===== src/rtl/twiddle_gen.sv =====
// Streaming radix-2 DIT twiddle generator: W_N^k derived from a quarter-wave cosine table.
// Define TWIDDLE_CONJ_EN to add the 'inverse' input, which emits conj(W) for IFFT stages.
module twiddle_gen #(
  parameter int    DATA_WIDTH = 16,
  parameter int    N          = 16,
  parameter string INIT_FILE  = "twiddle_q.hex",
  localparam int   LOG2N      = $clog2(N),
  localparam int   SW         = $clog2(LOG2N)
) (
  input  logic                         clk,
  input  logic                         rst_n,
  input  logic                         start,
  input  logic [SW-1:0]                stage,
`ifdef TWIDDLE_CONJ_EN
  input  logic                         inverse,
`endif
  output logic                         busy,
  output logic                         err,
  output logic                         tw_valid,
  input  logic                         tw_ready,
  output logic signed [DATA_WIDTH-1:0] tw_real,
  output logic signed [DATA_WIDTH-1:0] tw_imag,
  output logic [LOG2N-2:0]             tw_index,
  output logic                         tw_last
);

  localparam int              BW    = LOG2N - 1;
  localparam int              Q     = N / 4;
  localparam int              AW    = $clog2(Q + 1);
  localparam logic [BW-1:0]   QK    = BW'(Q);
  localparam logic [BW:0]     HALF  = (BW+1)'(N / 2);
  localparam logic [BW-1:0]   BLAST = BW'(N / 2 - 1);
  localparam logic [SW:0]     NSTG  = (SW+1)'(LOG2N);
  localparam logic [SW:0]     BWS   = (SW+1)'(BW);

  function automatic logic signed [DATA_WIDTH-1:0] cos_q(input int i);
    real a;
    real fs;
    a  = (2.0 * 3.14159265358979323846 * i) / N;
    fs = real'((1 << (DATA_WIDTH - 1)) - 1);
    return DATA_WIDTH'($rtoi(fs * $cos(a) + 0.5));
  endfunction

  // Saturating negate; the table never holds the most negative code, but stay safe.
  function automatic logic signed [DATA_WIDTH-1:0] sat_neg(input logic signed [DATA_WIDTH-1:0] x);
    if (x == {1'b1, {(DATA_WIDTH-1){1'b0}}})
      return {1'b0, {(DATA_WIDTH-1){1'b1}}};
    return -x;
  endfunction

  function automatic logic signed [DATA_WIDTH-1:0] apply_sign(input logic signed [DATA_WIDTH-1:0] x,
                                                              input logic neg);
    return neg ? sat_neg(x) : x;
  endfunction

  logic signed [DATA_WIDTH-1:0] rom [0:Q];

  generate
    for (genvar i = 0; i <= Q; i++) begin : g_ent
      assign rom[i] = cos_q(i);
    end
  endgenerate

  typedef enum logic [1:0] {IDLE, RUN, DRAIN} state_t;

  state_t        state_q, state_d;
  logic [BW-1:0] b_q;
  logic [SW-1:0] stage_q;
  logic          inv_q, inv_in;
  logic          en, accept, reject, issue, fin;

`ifdef TWIDDLE_CONJ_EN
  assign inv_in = inverse;
`else
  assign inv_in = 1'b0;
`endif

  assign en     = !tw_valid || tw_ready;
  assign accept = (state_q == IDLE) && start && ({1'b0, stage} < NSTG);
  assign reject = (state_q == IDLE) && start && !({1'b0, stage} < NSTG);
  assign issue  = (state_q == RUN) && en;
  assign fin    = tw_valid && tw_ready && tw_last;
  assign busy   = (state_q != IDLE);

  always_comb begin
    state_d = state_q;
    case (state_q)
      IDLE:    if (accept) state_d = RUN;
      RUN:     if (issue && (b_q == BLAST)) state_d = DRAIN;
      DRAIN:   if (fin) state_d = IDLE;
      default: state_d = IDLE;
    endcase
  end

  always_ff @(posedge clk or negedge rst_n) begin
    if (!rst_n) begin
      state_q <= IDLE;
      b_q     <= '0;
      stage_q <= '0;
      inv_q   <= 1'b0;
      err     <= 1'b0;
    end else begin
      state_q <= state_d;
      err     <= reject;
      if (accept) begin
        b_q     <= '0;
        stage_q <= stage;
        inv_q   <= inv_in;
      end else if (issue) begin
        b_q <= b_q + BW'(1);
      end
    end
  end

  // Butterfly b -> exponent k = (b mod 2^s) << (LOG2N-1-s), then fold into the quarter wave.
  logic [BW-1:0] j_c, k_c;
  logic          quad_c;
  logic [AW-1:0] are_c, aim_c;

  always_comb begin
    j_c    = b_q & ~({BW{1'b1}} << stage_q);
    k_c    = j_c << (BWS - {1'b0, stage_q});
    quad_c = (k_c > QK);
    are_c  = quad_c ? AW'(HALF - {1'b0, k_c}) : AW'(k_c);
    aim_c  = quad_c ? AW'(k_c - QK) : AW'(QK - k_c);
  end

  // ---- P1: exponent, quadrant and table addresses
  logic          vld_p1, last_p1, quad_p1;
  logic [BW-1:0] k_p1;
  logic [AW-1:0] are_p1, aim_p1;

  always_ff @(posedge clk or negedge rst_n) begin
    if (!rst_n) begin
      vld_p1  <= 1'b0;
      last_p1 <= 1'b0;
    end else if (en) begin
      vld_p1  <= (state_q == RUN);
      last_p1 <= (state_q == RUN) && (b_q == BLAST);
    end
  end

  always_ff @(posedge clk) begin
    if (en) begin
      k_p1    <= k_c;
      quad_p1 <= quad_c;
      are_p1  <= are_c;
      aim_p1  <= aim_c;
    end
  end

  // ---- P2: synchronous table read with sign applied; these are the stream outputs
  always_ff @(posedge clk or negedge rst_n) begin
    if (!rst_n) begin
      tw_valid <= 1'b0;
      tw_last  <= 1'b0;
      tw_real  <= '0;
      tw_imag  <= '0;
      tw_index <= '0;
    end else if (en) begin
      tw_valid <= vld_p1;
      tw_last  <= last_p1;
      if (vld_p1) begin
        tw_real  <= apply_sign(rom[are_p1], quad_p1);
        tw_imag  <= apply_sign(rom[aim_p1], !inv_q);
        tw_index <= k_p1;
      end else begin
        tw_real  <= '0;
        tw_imag  <= '0;
        tw_index <= '0;
      end
    end
  end

endmodule


===== config.mk =====
export PLATFORM = sky130hd
export DESIGN_NAME = twiddle_gen
export DESIGN_NICKNAME = d
export VERILOG_FILES = /design/src/rtl/twiddle_gen.sv
export SDC_FILE = /design/constraint.sdc
export NUM_CORES = 1
export LEC_CHECK = 0
export ABC_AREA = 1
export CORE_MARGIN = 5
export CORE_UTILIZATION = 48
export CTS_BUF_LIST = sky130_fd_sc_hd__clkbuf_16
export DETAILED_ROUTE_END_ITERATION = 7
export PLACE_DENSITY = 0.76
export SYNTH_ARGS = -nofsm -noshare
export SYNTH_HDL_FRONTEND = slang
export SYNTH_SLANG_ARGS = --single-unit

===== constraint.sdc =====
create_clock -name clk -period 1.85 [get_ports clk]
set_clock_uncertainty 0.2 [all_clocks]
set_input_delay 0.2775 -clock clk [delete_from_list [all_inputs] [get_ports clk]]
set_output_delay 0.2775 -clock clk [all_outputs]
set_load 0.005 [all_outputs]

## Word-level counts from Yosys, hierarchy flattened

Memories as Yosys holds them, arrays and structs flattened.
Index checks and enable logic that the tools add are counted.

| storage, ports and cells | value |
|---|---|
| bits in registers | 56 |
| memory bits (read-only) | 256 |
| input port bits | 6 |
| output and inout bits | 39 |
| logic and storage cells | 78 |
| memories | 2 |

Memory list:

| name | depth | bits a word | rd ports | clocked after Yosys merged registers in | wr ports | RTL line | RTL |
|---|---|---|---|---|---|---|---|
| (name not given) | 8 | 16 | 1 | 0 | 0 | 165 | `tw_imag <= apply_sign(rom[aim_p1], !inv_q);` |
| (name not given) | 8 | 16 | 1 | 0 | 0 | 164 | `tw_real <= apply_sign(rom[are_p1], quad_p1);` |

| cells by class | value |
|---|---|
| $add $sub $neg | 7 |
| $lt $le $gt $ge | 3 |
| eq/ne operators | 8 |
| shift operators | 2 |
| muxes and demuxes | 26 |
| bitwise gates (word level) | 4 |
| reduce and logical (&&, ||, !) cells | 12 |

Operator list:

| cell | count |
|---|---|
| 16-bit two-way mux | 11 |
| 16-bit equality test (second input constant) | 2 |
| 16-bit negation | 2 |
| 3-bit two-way mux | 5 |
| 4-bit >= comparator (second input constant) | 2 |
| 3-bit NOT with 4-bit output | 2 |
| 1-bit logical AND | 6 |
| 1-bit two-way mux | 6 |
| 2-bit two-way mux | 3 |
| 2-bit inequality test (second input constant) | 3 |
| 2-bit case mux with 3 select lines | 1 |
| 2-bit nonzero test | 2 |
| 3-bit by 1-bit adder with 3-bit output (second input constant) | 1 |
| 3-bit bitwise AND | 1 |
| 3-bit equality test (second input constant) | 1 |
| 3-bit > comparator (second input constant) | 1 |
| 3-bit NOT | 1 |
| 3-bit AND reduction | 1 |
| 3-bit by 2-bit << shifter with 3-bit output (first input constant) | 1 |
| 3-bit by 3-bit << shifter with 3-bit output | 1 |
| 1-bit by 3-bit subtractor with 3-bit output (first input constant) | 1 |
| 2-bit by 2-bit subtractor with 3-bit output (first input constant) | 1 |
| 3-bit subtractor (first input constant) | 1 |
| 3-bit subtractor (second input constant) | 1 |
| 5 further kinds | 5 |

## Depth between registers and ports, before layout

| logic depth | value |
|---|---|
| word-level depth | 11 |
| mapped depth | 12 |
| mapped depth without buffers | 12 |

## Worst setup path before layout

OpenSTA, ideal clock, no wires.

| path | value |
|---|---|
| path type | register to register |
| from | register, netlist name k_p1[0] |
| to | register tw_real[14] |
| library setup time | 65 ps |
| data arrival time | 1661 ps |
| data required time | 1585 ps |
| slack | -75 ps |
| cell stages (with the launch flop) | 13 |
| path buffers | 0 |
| period minus slack after synthesis | 1925 ps |
| path through | edfxtp_1 > inv_1 > ha_1 > nor2_1 > inv_1 > ha_1 > inv_1 > nor2_1 > nand2_1 > nand2_1 > nand3_1 > nand2_1 > nand2_1 |

RTL lines:

| item | RTL line | RTL |
|---|---|---|
| end signal: assignment | 164 |  |
| end: declaration | 21 | `output logic signed [DATA_WIDTH-1:0] tw_real,` |

==> reports/qor.txt <==
outcome: finished with violations
register clock-pin slew on the reported worst setup and hold paths: 0.07 ns
final HPWL from detailed placement: 4.127 mm
worst-skew pair later-pin latency: 0.29 ns
pre-CTS setup slack: -0.04182 ns
CTS tree: yes
Power Density: 1882 mW/mm2
Max H-tree Level: 2
die width: 84.50 um
largest cells by area after synthesis: dfrtp_1 43%, nand2_1 14%, edfxtp_1 9.0%
number of synthesized flops with an enable pin: 8
largest net degree at the start of global routing: 47
DP Cell Count: 431
port buffer count: 43
Layout area overhead: 37.34%
Leak Pwr: 0.001760 uW
setup TNS: -0.01960 ns
mapped cell area: 0.002664 mm2
drt first pass iters: 5
initial drt markers: 201
Max Clk Rate: 0.5381 GHz
PnR worst setup slack: -0.008276 ns
most common cell in the synthesized netlist: nand2_1
Post-Route WL: 6.286 mm
Final Total Pwr: 6885 uW
Critical Path Fanout Max: 4
Detail Route Antenna Nets: 0
post-synth top area share: 43.21%
register area share after synthesis: 52.23%
Wirelength per Cell: 14.00 um
Yosys Warn Count: 0
Critical Path RT: 1.83 ns
fin cells: 449
fin crit period: 1.858 ns
FILL cells: 410
Max-Cap Viols: 0
first-pass GRT wire length: 10.01 mm
Worst Path Arrival: 1.84 ns
Cell variety after synth: 31
synthesis-stage register bit count: 54
CTS Buf Count: 5
Post-Syn Nets: 325
Clock Sinks: 54
HP Class: register to register
cell taking the most area after synthesis: dfrtp_1
Core Box Area: 0.005439 mm2
Mean Syn Cell Area: 8.734 um2
Final Hold Fails: 0
diode count: 0
CTS max path bufs: 2
# setup viols final: 3
Overflow after GRT: 0
DIE HEIGHT: 84.50 um
RePlAce Congestion: 0.9460
Gate Count Post-Synth: 305
# DRC: 0
Slew Viols, Final: 0
GRT Total Usage: 17.00%
Post-layout nets: 396
die area: 0.007139 mm2
via count: 2,274
share of cells above drive strength 1: 21.22%
num rows: 27
Initial Utilization: 48.98%
startpoint types: register
Max rail drop VDD: 0.8457 mV
RSZ-0062 raised after global routing: yes
Via density: 5.065
Async S/R FF share, synth: 85.19%
failing checks: negative setup slack
prevailing post-synth register cell: dfrtp_1
vias in the first global route: 2,235
period utilization: 100.4%
CTS root buf: clkbuf_16
crit end category: register
critical path class: register to register
initial antenna violation count: 0
top cells by count, synth: 96 x nand2_1, 46 x dfrtp_1, 31 x inv_1
Final Util: 67.26%
I/O Pins: 45
worst paths after layout:
path,startpoint,to,slack [ns],depth (start not counted)
setup / recovery,k_p1[0],tw_real[14],-0.008,11
hold / removal,tw_real[4],tw_real[4],0.28,2
setup reg to reg,k_p1[0],tw_real[14],-0.008,11
hold reg to reg,tw_real[4],tw_real[4],0.28,2
max in group asynchronous,rst_n,tw_imag[6],0.94,3
min in group asynchronous,rst_n,tw_index[1],0.30,3
power breakdown:
| group | switching [uW] | internal, uW |
|---|---|---|
| Combinational | 1950 | 1800 |
| Sequential | 388 | 1770 |
| Clock | 405 | 575 |
| Total | 2740 | 4150 |
timing repair:
item / CTS / global route
setup endpoints to repair: 5 / 15
resized for setup: 4 / 39
hold buffers: 1 / 0
pin swaps: 1 / 12
hold endpoints to repair: 46 / 0
setup buffers: 3 / 6
layout make-up:
type / count / area (um2) / share of cell area [%]
flip-flops and latches: 54 / 1391 / 38.03
multi-input cells: 209 / 1224 / 33.45
repair buffers: 72 / 665.6 / 18.19
clock buffers: 6 / 150.1 / 4.104
inverters: 34 / 130.1 / 3.557
well taps: 72 / 90.09 / 2.462
clock inverters: 2 / 7.507 / 0.2052
cell usage in the layout (no fill, tap or decap), types with 2 or more instances in the layout:
cell type / instances
edfxtp_1: 8
clkbuf_16: 6
nand2_2: 7
nor2_4: 2
buf_4: 25
inv_1: 25
dfrtp_1: 46
inv_2: 9
nor2_2: 7
nor2_1: 13
nand3_1: 15
a21oi_2: 5
buf_6: 2
clkdlybuf4s50_1: 42
ha_4: 6
xor2_1: 3
nand2_4: 3
nand2_1: 90
nand4_1: 3
o21ai_0: 19
o21ai_1: 8
ha_1: 7
a21oi_1: 5
a22o_1: 3
logic make-up after synthesis:
logic type	count (synthesis)	share of synthesized area, %
compound gates	45	9.630
buf+inv	42	7.327
xor+xnor	4	1.315
fa+ha+maj	14	6.576
other cells	1	0.1408
simple gates	145	22.78
flops	54	52.23
metal layers:
layer	track usage, %	wire (um)	vias to the layer above
met5	0	0	-
met4	5.612	132	0
met3	4.220	303	12
met2	28.90	3190	62
met1	21.17	2659	1086
li1	-	-	1114
per-stage QoR:
step / hold WS (ns) / instance area, um2
detailed placement: 0.07971 / 3272
floorplan: -0.2181 / 2669
CTS: 0.2800 / 3471
global route: 0.2890 / 3659
finish: 0.2766 / 3659
global placement: 0.07239 / 3272
worst max-delay path, cell delays in order, from the launching register on:
cell and delay (ns):
edfxtp_1 0.39, inv_2 0.09, buf_4 0.16, ha_4 0.28
nor2_4 0.04, buf_4 0.16, nor2_2 0.11, nand2_2 0.08
nand2_2 0.07, nand3_1 0.06, nand2_1 0.07, nand2_1 0.04
sequential cells by signal, summed over array words and instances (netlist names):
signal	count
aim_p1	2
are_p1	2
b_q	3
k_p1	3
last_p1	1
quad_p1	1
stage_q	2
state_q	2
tw_imag	16
tw_index	3
tw_last	1
tw_real	16
tw_valid	1
vld_p1	1
No activity file was read; power rests on OpenSTA's default activity.
